**config.mk**
```make
export PLATFORM = sky130hd
export DESIGN_NAME = vga_timing_ctrl_flat
export DESIGN_NICKNAME = d
export VERILOG_FILES = /design/src/rtl/vga_timing_ctrl_if.sv /design/src/rtl/vga_timing_ctrl.sv /design/src/flat_wrapper.sv
export SDC_FILE = /design/constraint.sdc
export NUM_CORES = 1
export LEC_CHECK = 0
export CORE_ASPECT_RATIO = 1.4
export CORE_MARGIN = 1.5
export CORE_UTILIZATION = 32
export DETAILED_ROUTE_END_ITERATION = 6
export PLACE_DENSITY = 0.58
export SLEW_MARGIN = 20
export SYNTH_ARGS = -nofsm -noshare
export SYNTH_HDL_FRONTEND = slang
export SYNTH_SLANG_ARGS = --single-unit
```
**constraint.sdc**
```tcl
create_clock -name clk -period 2.6 [get_ports clk]
set_input_delay 0.65 -clock clk [delete_from_list [all_inputs] [get_ports clk]]
set_output_delay 0.65 -clock clk [all_outputs]
set_load 0.03 [all_outputs]
```
**src/rtl/vga_timing_ctrl_if.sv**
```systemverilog
// Raster timing bundle shared by the VGA timing generator and its pixel/DAC consumers.
interface vga_timing_ctrl_if;
  logic       pix_en;
  logic [9:0] hcount;
  logic [9:0] vcount;
  logic       bright;
  logic       hsync;
  logic       vsync;
  logic       frame_start;

  modport master (
    output pix_en, hcount, vcount, bright, hsync, vsync, frame_start
  );

  modport slave (
    input pix_en, hcount, vcount, bright, hsync, vsync, frame_start
  );
endinterface

```
**src/rtl/vga_timing_ctrl.sv**
```systemverilog
// VGA raster timing: pixel-rate enable, h/v counters and registered bright/sync/frame_start.
module vga_timing_ctrl #(
  parameter int unsigned CLK_DIV = 2,
  parameter int unsigned H_VIS   = 640,
  parameter int unsigned H_FP    = 16,
  parameter int unsigned H_SYNC  = 96,
  parameter int unsigned H_BP    = 48,
  parameter int unsigned V_VIS   = 480,
  parameter int unsigned V_FP    = 10,
  parameter int unsigned V_SYNC  = 2,
  parameter int unsigned V_BP    = 33
) (
  input  logic              clk,
  input  logic              reset,
  vga_timing_ctrl_if.master vga
);

  localparam int unsigned H_TOTAL = H_VIS + H_FP + H_SYNC + H_BP;
  localparam int unsigned V_TOTAL = V_VIS + V_FP + V_SYNC + V_BP;
  localparam int unsigned DIV_W   = (CLK_DIV > 1) ? $clog2(CLK_DIV) : 1;

  localparam logic [DIV_W-1:0] DIV_LAST = DIV_W'(CLK_DIV - 1);
  localparam logic [9:0] H_LAST   = 10'(H_TOTAL - 1);
  localparam logic [9:0] V_LAST   = 10'(V_TOTAL - 1);
  localparam logic [9:0] H_VIS_L  = 10'(H_VIS);
  localparam logic [9:0] V_VIS_L  = 10'(V_VIS);
  localparam logic [9:0] HS_START = 10'(H_VIS + H_FP);
  localparam logic [9:0] HS_END   = 10'(H_VIS + H_FP + H_SYNC);
  localparam logic [9:0] VS_START = 10'(V_VIS + V_FP);
  localparam logic [9:0] VS_END   = 10'(V_VIS + V_FP + V_SYNC);

  logic [DIV_W-1:0] div_cnt_q, div_cnt_d;
  logic             pix_en_q, pix_en_d;
  logic [9:0]       hcount_q, hcount_d;
  logic [9:0]       vcount_q, vcount_d;
  logic             bright_q, bright_d;
  logic             hsync_q, hsync_d;
  logic             vsync_q, vsync_d;
  logic             frame_start_q, frame_start_d;

  always_comb begin
    div_cnt_d     = (div_cnt_q == DIV_LAST) ? '0 : div_cnt_q + 1'b1;
    pix_en_d      = (div_cnt_q == DIV_LAST);
    hcount_d      = hcount_q;
    vcount_d      = vcount_q;
    bright_d      = bright_q;
    hsync_d       = hsync_q;
    vsync_d       = vsync_q;
    frame_start_d = 1'b0;

    if (pix_en_q) begin
      if (hcount_q == H_LAST) begin
        hcount_d = '0;
        if (vcount_q == V_LAST) begin
          vcount_d      = '0;
          frame_start_d = 1'b1;
        end else begin
          vcount_d = vcount_q + 10'd1;
        end
      end else begin
        hcount_d = hcount_q + 10'd1;
      end

      // Decoded from the next counts so outputs line up with the counters they describe.
      bright_d = (hcount_d < H_VIS_L) && (vcount_d < V_VIS_L);
      hsync_d  = !((hcount_d >= HS_START) && (hcount_d < HS_END));
      vsync_d  = !((vcount_d >= VS_START) && (vcount_d < VS_END));
    end
  end

  always_ff @(posedge clk or posedge reset) begin
    if (reset) begin
      div_cnt_q     <= '0;
      pix_en_q      <= 1'b0;
      hcount_q      <= '0;
      vcount_q      <= '0;
      bright_q      <= 1'b0;
      hsync_q       <= 1'b1;
      vsync_q       <= 1'b1;
      frame_start_q <= 1'b0;
    end else begin
      div_cnt_q     <= div_cnt_d;
      pix_en_q      <= pix_en_d;
      hcount_q      <= hcount_d;
      vcount_q      <= vcount_d;
      bright_q      <= bright_d;
      hsync_q       <= hsync_d;
      vsync_q       <= vsync_d;
      frame_start_q <= frame_start_d;
    end
  end

  assign vga.pix_en      = pix_en_q;
  assign vga.hcount      = hcount_q;
  assign vga.vcount      = vcount_q;
  assign vga.bright      = bright_q;
  assign vga.hsync       = hsync_q;
  assign vga.vsync       = vsync_q;
  assign vga.frame_start = frame_start_q;

endmodule

```
**src/flat_wrapper.sv**
```systemverilog
// flat-port wrapper written by rule: the top's interface ports become plain ports
module vga_timing_ctrl_flat 
#(
  parameter int unsigned CLK_DIV = 2,
  parameter int unsigned H_VIS   = 640,
  parameter int unsigned H_FP    = 16,
  parameter int unsigned H_SYNC  = 96,
  parameter int unsigned H_BP    = 48,
  parameter int unsigned V_VIS   = 480,
  parameter int unsigned V_FP    = 10,
  parameter int unsigned V_SYNC  = 2,
  parameter int unsigned V_BP    = 33
)
  (clk, reset, vga_pix_en, vga_hcount, vga_vcount, vga_bright, vga_hsync, vga_vsync, vga_frame_start);
  vga_timing_ctrl_if vga_i ();
  input  logic clk;
  input  logic reset;
  output wire logic [$bits(vga_i.pix_en)-1:0] vga_pix_en;
  output wire logic [$bits(vga_i.hcount)-1:0] vga_hcount;
  output wire logic [$bits(vga_i.vcount)-1:0] vga_vcount;
  output wire logic [$bits(vga_i.bright)-1:0] vga_bright;
  output wire logic [$bits(vga_i.hsync)-1:0] vga_hsync;
  output wire logic [$bits(vga_i.vsync)-1:0] vga_vsync;
  output wire logic [$bits(vga_i.frame_start)-1:0] vga_frame_start;
  assign vga_pix_en = vga_i.pix_en;
  assign vga_hcount = vga_i.hcount;
  assign vga_vcount = vga_i.vcount;
  assign vga_bright = vga_i.bright;
  assign vga_hsync = vga_i.hsync;
  assign vga_vsync = vga_i.vsync;
  assign vga_frame_start = vga_i.frame_start;
  vga_timing_ctrl #(.CLK_DIV(CLK_DIV), .H_VIS(H_VIS), .H_FP(H_FP), .H_SYNC(H_SYNC), .H_BP(H_BP), .V_VIS(V_VIS), .V_FP(V_FP), .V_SYNC(V_SYNC), .V_BP(V_BP)) u_core (.clk(clk), .reset(reset), .vga(vga_i));
endmodule
```
==> metrics.md, run 1 <==
| Metric | Value |
|---|---|
| Count of TritonRoute iterations in the first routing pass | 4 |
| Area leader, netlist | dfrtp_1 |
| Peak VDD IR | 0.000183 V |
| Hold Crit Class | reg -> reg |
| Syn nets | approximately 180 |
| R2r setup slk | 260 ps |
| H-tree depth | 1 |
| Count leader, synth | nand2_1 |
| Largest net degree at the start of global routing | 27 |
| First-pass GRT wire length | between 6000 and 7000 um |
| CTS tree | yes |
| Num Clock Sinks | 26 |
| Die ar. | 5460 um^2 |
| Fmax achieved | approximately 0.43 GHz |
| Setup violations, final | 0 |
| Area Overhead vs Synth | 20.7% |
| Core Util, Final | 40.0% |
| Postcts setup bufs | 0 |
| Max Buffers Root-to-Sink | 2 |
| Worst R2R Start | u_core.vga.hcount[0] |
| Hold EP | u_core.vga.pix_en |
| Lkg Pwr | 0.760 nW |
| Clock root cell | clkbuf_8 |
| Gp weighted congestion | 0.927 |
| Top cells by count, synth | nand2_1, dfrtp_1, o21ai_0 |
| RSZ-0062 raised after global routing | no |
| Initial Util | about a third |
| Antenna violations before repair | 0 |
| Die Y | 86.8 um |
| Post-CTS Hold Buffers | 0 |
| Boundary Pins | 27 |
| Routed wire length | about 3600 um |
| Num CTS Buffers | 3 |
| Yosys reg bits | 26 |
| Clock Skews | ~2.4 ps |
| Floorplan core area | roughly 4800 um^2 |
| Setup TNS Final | 0 ps |
| Final HPWL DP | 2640 um |
| Met1 usage | 16.8% |
| Crit path buffers/inverters | 0 |
| Met2 usage | a little over a quarter |
| R2R cell count | 7 |
| EDFF count, synth | 0 |
| Nets | roughly 210 |
| Vias in the first global route | 1,399 |
| CP cell instances | ha_1 -> and4_1 -> and3_1 -> nand2_2 -> or4b_1 -> a21oi_1 -> a41oi_1 |
| Worst slew pin tran | between 400 and 500 ps |
| Buffers on Ports | 26 |
| Main flop type after synthesis | dfrtp_1 |
| Worst Setup End Kind | flip-flop |
| Clock latency on the worst-skew pair | 270 ps |
| Final hold vios | 0 |
| Grt peak-use layer | met2 |
| Synthesized area per cell | 9.02 um^2 |
| Crit Path Category | reg -> reg |
| Critical path arrival | around 2500 ps |
| Critical path startpoint category | flip-flop |
| Ranking of synthesized cells by area | dfrtp_1, o21ai_0, nand2_1, buf_6, xnor2_1 |
| RR Endpoint | u_core.vga.vsync |
| Post-layout min period | 2340 ps |
| Top Family by Delay on Critical Path | simple AND/OR/NAND/NOR gates |
| Via/cell ratio | 5.14 |
| Gr ovfl total | 0 |
| CP peak stage delay | 460 ps |
| Worst-path clk slew | 90 ps |
| Final ANT Viol Nets | 0 |
| Post-CTS Resized | 0 |
| Vias after detailed routing | 1,366 |
| Worst EP required | 2780 ps |
| Min-delay src | u_core.div_cnt_q |
| Final critical-path share of the clock period | 90.2% |
| Routed len/inst | 13.6 um |
| # diodes | 0 |
| Post-synthesis cell area | 1610 um^2 |
| Core Rows | 30 |
| Power Total | between 600 and 700 uW |
| Initial DRC Count | 35 |
| # Max-Cap Violations | 0 |
| Seq/Total Area, Yosys | roughly 41% |
| Cell Pwr Density | 349 nW/um^2 |
| Share of layout cells above drive strength 1 | 10.4% |
| Crit path max fanout | 9 |
| YS warnings | 0 |
| Grt met3 use | 1.82% |
| Residual DRC | 0 |
| Slowest cell on the critical path | or4b_1 |
| Die width | around 63 um |
| Max-slew headroom | 72.6% |
| Synth top area share | a little under two fifths |
| Slew Limit Fails | 0 |
| Hold path depth | 0 |
| Status | completed |
| GRT Resource Usage Total | between 10 and 15% |
| FFs w/ async S/R, synth | 100% |
| Cell area after layout | 1940 um^2 |
| Final Hold Slack | 387 ps |
| Library cells used by synthesis | 47 |
| Mapped Cells | roughly 180 |
| Post-DP Area | 1880 um^2 |
-- cells by family (layout without fill, tap and decap cells) --
logic type / Yosys count / in the layout / synth area share (%)
buf+inv: 18 / 42 / 7.95
fa+ha+maj: 3 / 3 / 2.34
simple gates: 76 / 76 / 25.2
mux: 2 / 2 / 1.40
xor+xnor: 10 / 10 / 5.46
compound gates: 43 / 43 / 17.0
flops: 26 / 26 / 40.7
-- per-layer routing --
| layer | vias up | part of all wire (%) |
|---|---|---|
| met1 | 639 | 42 |
| met4 | 0 | 1.7 |
| met5 | - | 0 |
| met2 | 41 | 52 |
| met3 | 4 | 3.8 |
| li1 | 682 | - |
-- area by class of cell --
cell class              instances  area, um^2
fillers                       490        2910
multi-input cells             134         825
flip-flops and latches         26         653
repair buffers                 31         298
well taps                      64        80.1
clock buffers                   4        55.1
inverters                       7        26.3
-- cell usage in the layout, fill, tap and decap left out, drive strengths merged, types with 3 or more instances in the layout --
| cell | n |
|---|---|
| o31ai | 4 |
| nand2 | 26 |
| buf | 5 |
| nand3 | 6 |
| a21oi | 6 |
| and3 | 6 |
| nor2 | 14 |
| inv | 7 |
| clkbuf | 4 |
| xnor2 | 7 |
| nand4 | 7 |
| dfrtp | 24 |
| o21ai | 19 |
| clkdlybuf4s50 | 26 |
| and2 | 5 |
| ha | 3 |
| xor2 | 3 |
-- registers in the layout, indices dropped and copies added (netlist names) --
name,count
u_core.vga.vcount,10
u_core.vga.bright,1
u_core.vga.hcount,10
u_core.vga.frame_start,1
u_core.vga.hsync,1
u_core.vga.vsync,1
u_core.vga.pix_en,1
u_core.div_cnt_q,1
-- through the flow --
| stage | setup slack [ps] | cells |
|---|---|---|
| finish | 255 | 266 |
| global route | 12.1 | 266 |
| CTS | 238 | 266 |
| detailed placement | 263 | 262 |
| global placement | 349 | 262 |
| floorplan | 299 | 178 |
-- worst max-delay path by stage --
stage / start / end / slack, ps / cells past startpoint
finish: u_core.vga.hcount[0] / u_core.vga.vsync / 260 / 7
global placement: u_core.vga.hcount[0] / u_core.vga.vsync / 350 / 7
global route: u_core.vga.hcount[0] / u_core.vga.vsync / 10 / 7
detailed placement: u_core.vga.hcount[0] / u_core.vga.vsync / 260 / 7
CTS: u_core.vga.hcount[0] / u_core.vga.vsync / 240 / 7
floorplan: u_core.vga.hcount[0] / u_core.vga.vsync / 300 / 9
-- power by group --
part	switching [mW]	leakage [nW]	internal [mW]
Sequential	0	0.337	0.404
Combinational	0.00805	0.395	0.00241
Clock	0.126	0.0288	0.135
Total	0.134	0.760	0.542
Power figures use the tool's default switching activity.
==> run 2: changes to the inputs <==
CTS_BUF_LIST = sky130_fd_sc_hd__clkbuf_8   (was not set)
SETUP_SLACK_MARGIN = 0.05   (was not set)
==> run 2 against run 1 <==
- routed wire length shrank 0.17%
- highest routed layer unchanged
- critical path depth is the same
- clock skew is essentially flat
- total power is essentially flat
==> metrics.md, run 2 (synthesis gave the netlist of run 1 again) <==
| Metric | Value |
|---|---|
| Status | completed |
| Num Clock Sinks | 26 |
| Initial DRC Count | 35 |
| CTS tree | yes |
| Reg power frac | 59.7% |
| Worst-path clk slew | about 90 ps |
| Peak VDD IR | 0.000183 V |
| Sw frac | 19.9% |
| Hold path depth | 0 |
| Setup TNS Final | 0 ps |
| Die Y | 86.8 um |
| Worst slack, placed | 263 ps |
| Post-layout min period | 2280 ps |
| Residual DRC | 0 |
| Crit Path Category | reg -> reg |
| Fmax achieved | ~0.44 GHz |
| Max Buffers Root-to-Sink | 2 |
| Setup WS post-layout | 319 ps |
| Vias after detailed routing | 1,372 |
| Die ar. | 5460 um^2 |
| Most frequent cells in the layout | clkdlybuf4s50_1, nand2_1, dfrtp_1 |
| CP cell instances | ha_1 -> and4_2 -> and3_1 -> nand2_2 -> or4b_1 -> a21oi_1 -> a41oi_1 |
| H-tree depth | 1 |
| # Max-Cap Violations | 0 |
| Clk pwr share | 38.7% |
| Worst EP required | 2780 ps |
| Cell area after layout | 1940 um^2 |
| Pint | 542 uW |
| Setup violations, final | 0 |
| Lkg Pwr | 0.760 nW |
| R2r setup slk | 320 ps |
| Vias in the first global route | between 1,000 and 1,500 |
| Final critical-path share of the clock period | 87.7% |
| Buffers on Ports | 26 |
| Num CTS Buffers | 3 |
| Placed Cells | 262 |
| Final ANT Viol Nets | 0 |
| Nets | 208 |
| Crit path buffers/inverters | 0 |
| Combinational share of power | under 10% |
| Min-delay src | u_core.div_cnt_q |
| Post-CTS Hold Buffers | 0 |
| Clock Skews | around 2.4 ps |
| Cell Pwr Density | 349 nW/um^2 |
| Worst path depth | 7 |
| Final HPWL DP | 2640 um |
| RSZ-0062 raised after global routing | no |
| Critical path arrival | ~2500 ps |
| Worst slew pin tran | 411 ps |
| Count of TritonRoute iterations in the first routing pass | 4 |
| Gp weighted congestion | 0.927 |
| Top Family by Delay on Critical Path | simple AND/OR/NAND/NOR gates |
| RR Endpoint | u_core.vga.vsync |
| Final Hold Slack | 387 ps |
| Critical path startpoint category | flip-flop |
| Crit path max fanout | 9 |
| Floorplan core area | 4840 um^2 |
| Commonest non-fill, non-tap cell in the layout | clkdlybuf4s50_1 |
| Via/cell ratio | 5.16 |
| Antenna violations before repair | 0 |
| CP peak stage delay | between 400 and 500 ps |
| Clock root cell | clkbuf_8 |
| Slowest cell on the critical path | or4b_1 |
| First-pass GRT wire length | 6440 um |
| Die width | about 63 um |
| Max-slew headroom | 72.6% |
| Hold Crit Class | reg -> reg |
| Area Overhead vs Synth | 20.7% |
| Net switching power | 134 uW |
| R2R cell count | 7 |
| Post-DP Area | 1880 um^2 |
| Clock latency on the worst-skew pair | roughly 270 ps |
| Largest net degree at the start of global routing | 27 |
| Hold EP | u_core.vga.pix_en |
| Power Total | 676 uW |
| Final cell count without fillers | 266 |
| Core Rows | 30 |
| Core Util, Final | between 40% and 50% |
| Routed wire length | approximately 3600 um |
| Slew Limit Fails | 0 |
| # diodes | 0 |
| Worst Setup End Kind | flip-flop |
| GRT Resource Usage Total | 14.8% |
| Worst R2R Start | u_core.vga.hcount[0] |
| Share of layout cells above drive strength 1 | 10.9% |
| Initial Util | 33.2% |
| Boundary Pins | 27 |
| Final hold vios | 0 |
| Routed len/inst | 13.6 um |
| Gr ovfl total | 0 |
-- run 2: cell counts in the layout (fill, tap and decap cells not counted) --
No cell type changed its count.
-- run 2: area by class of cell --
cell class / count / area [um^2]
clock buffers: 4 / 55.1
fillers: 490 / 2900
inverters: 7 / 26.3
multi-input cells: 134 / 826
flip-flops and latches: 26 / 653
well taps: 64 / 80.1
repair buffers: 31 / 298
-- run 2: power groups by stage --
| stage | logic (mW) | clock network, mW | registers, mW |
|---|---|---|---|
| finish | 0.0105 | 0.262 | 0.404 |
| global placement | 0.0113 | 0 | 0.412 |
| floorplan | 0.00598 | 0 | 0.412 |
| CTS | 0.0114 | 0.276 | 0.404 |
| detailed placement | 0.0115 | 0 | 0.412 |
| global route | 0.0126 | 0.291 | 0.404 |
-- run 2: worst max-delay path by stage --
stage,from,to,slack (ps)
6_report,u_core.vga.hcount[0],u_core.vga.vsync,320
5_1_grt,u_core.vga.hcount[0],u_core.vga.vsync,90
4_1_cts,u_core.vga.hcount[0],u_core.vga.vsync,240
3_5_place_dp,u_core.vga.hcount[0],u_core.vga.vsync,260
3_3_place_gp,u_core.vga.hcount[0],u_core.vga.vsync,350
2_1_floorplan,u_core.vga.hcount[0],u_core.vga.vsync,300
-- run 2: timing repair --
| item | CTS | global route |
|---|---|---|
| hold endpoints to repair | 0 | 0 |
| resized for setup | 0 | 1 |
| buffers inserted | 0 | 0 |
| endpoints found under the setup margin | 0 | 2 |
-- run 2: per-layer routing --
metal / track usage [%] / vias up / part of all wire (%)
li1: - / 682 / -
met1: 16.8 / 640 / 42
met2: 27.3 / 44 / 52
met3: 1.82 / 6 / 4.0
met4: 7.27 / 0 / 2.4
met5: 0 / - / 0
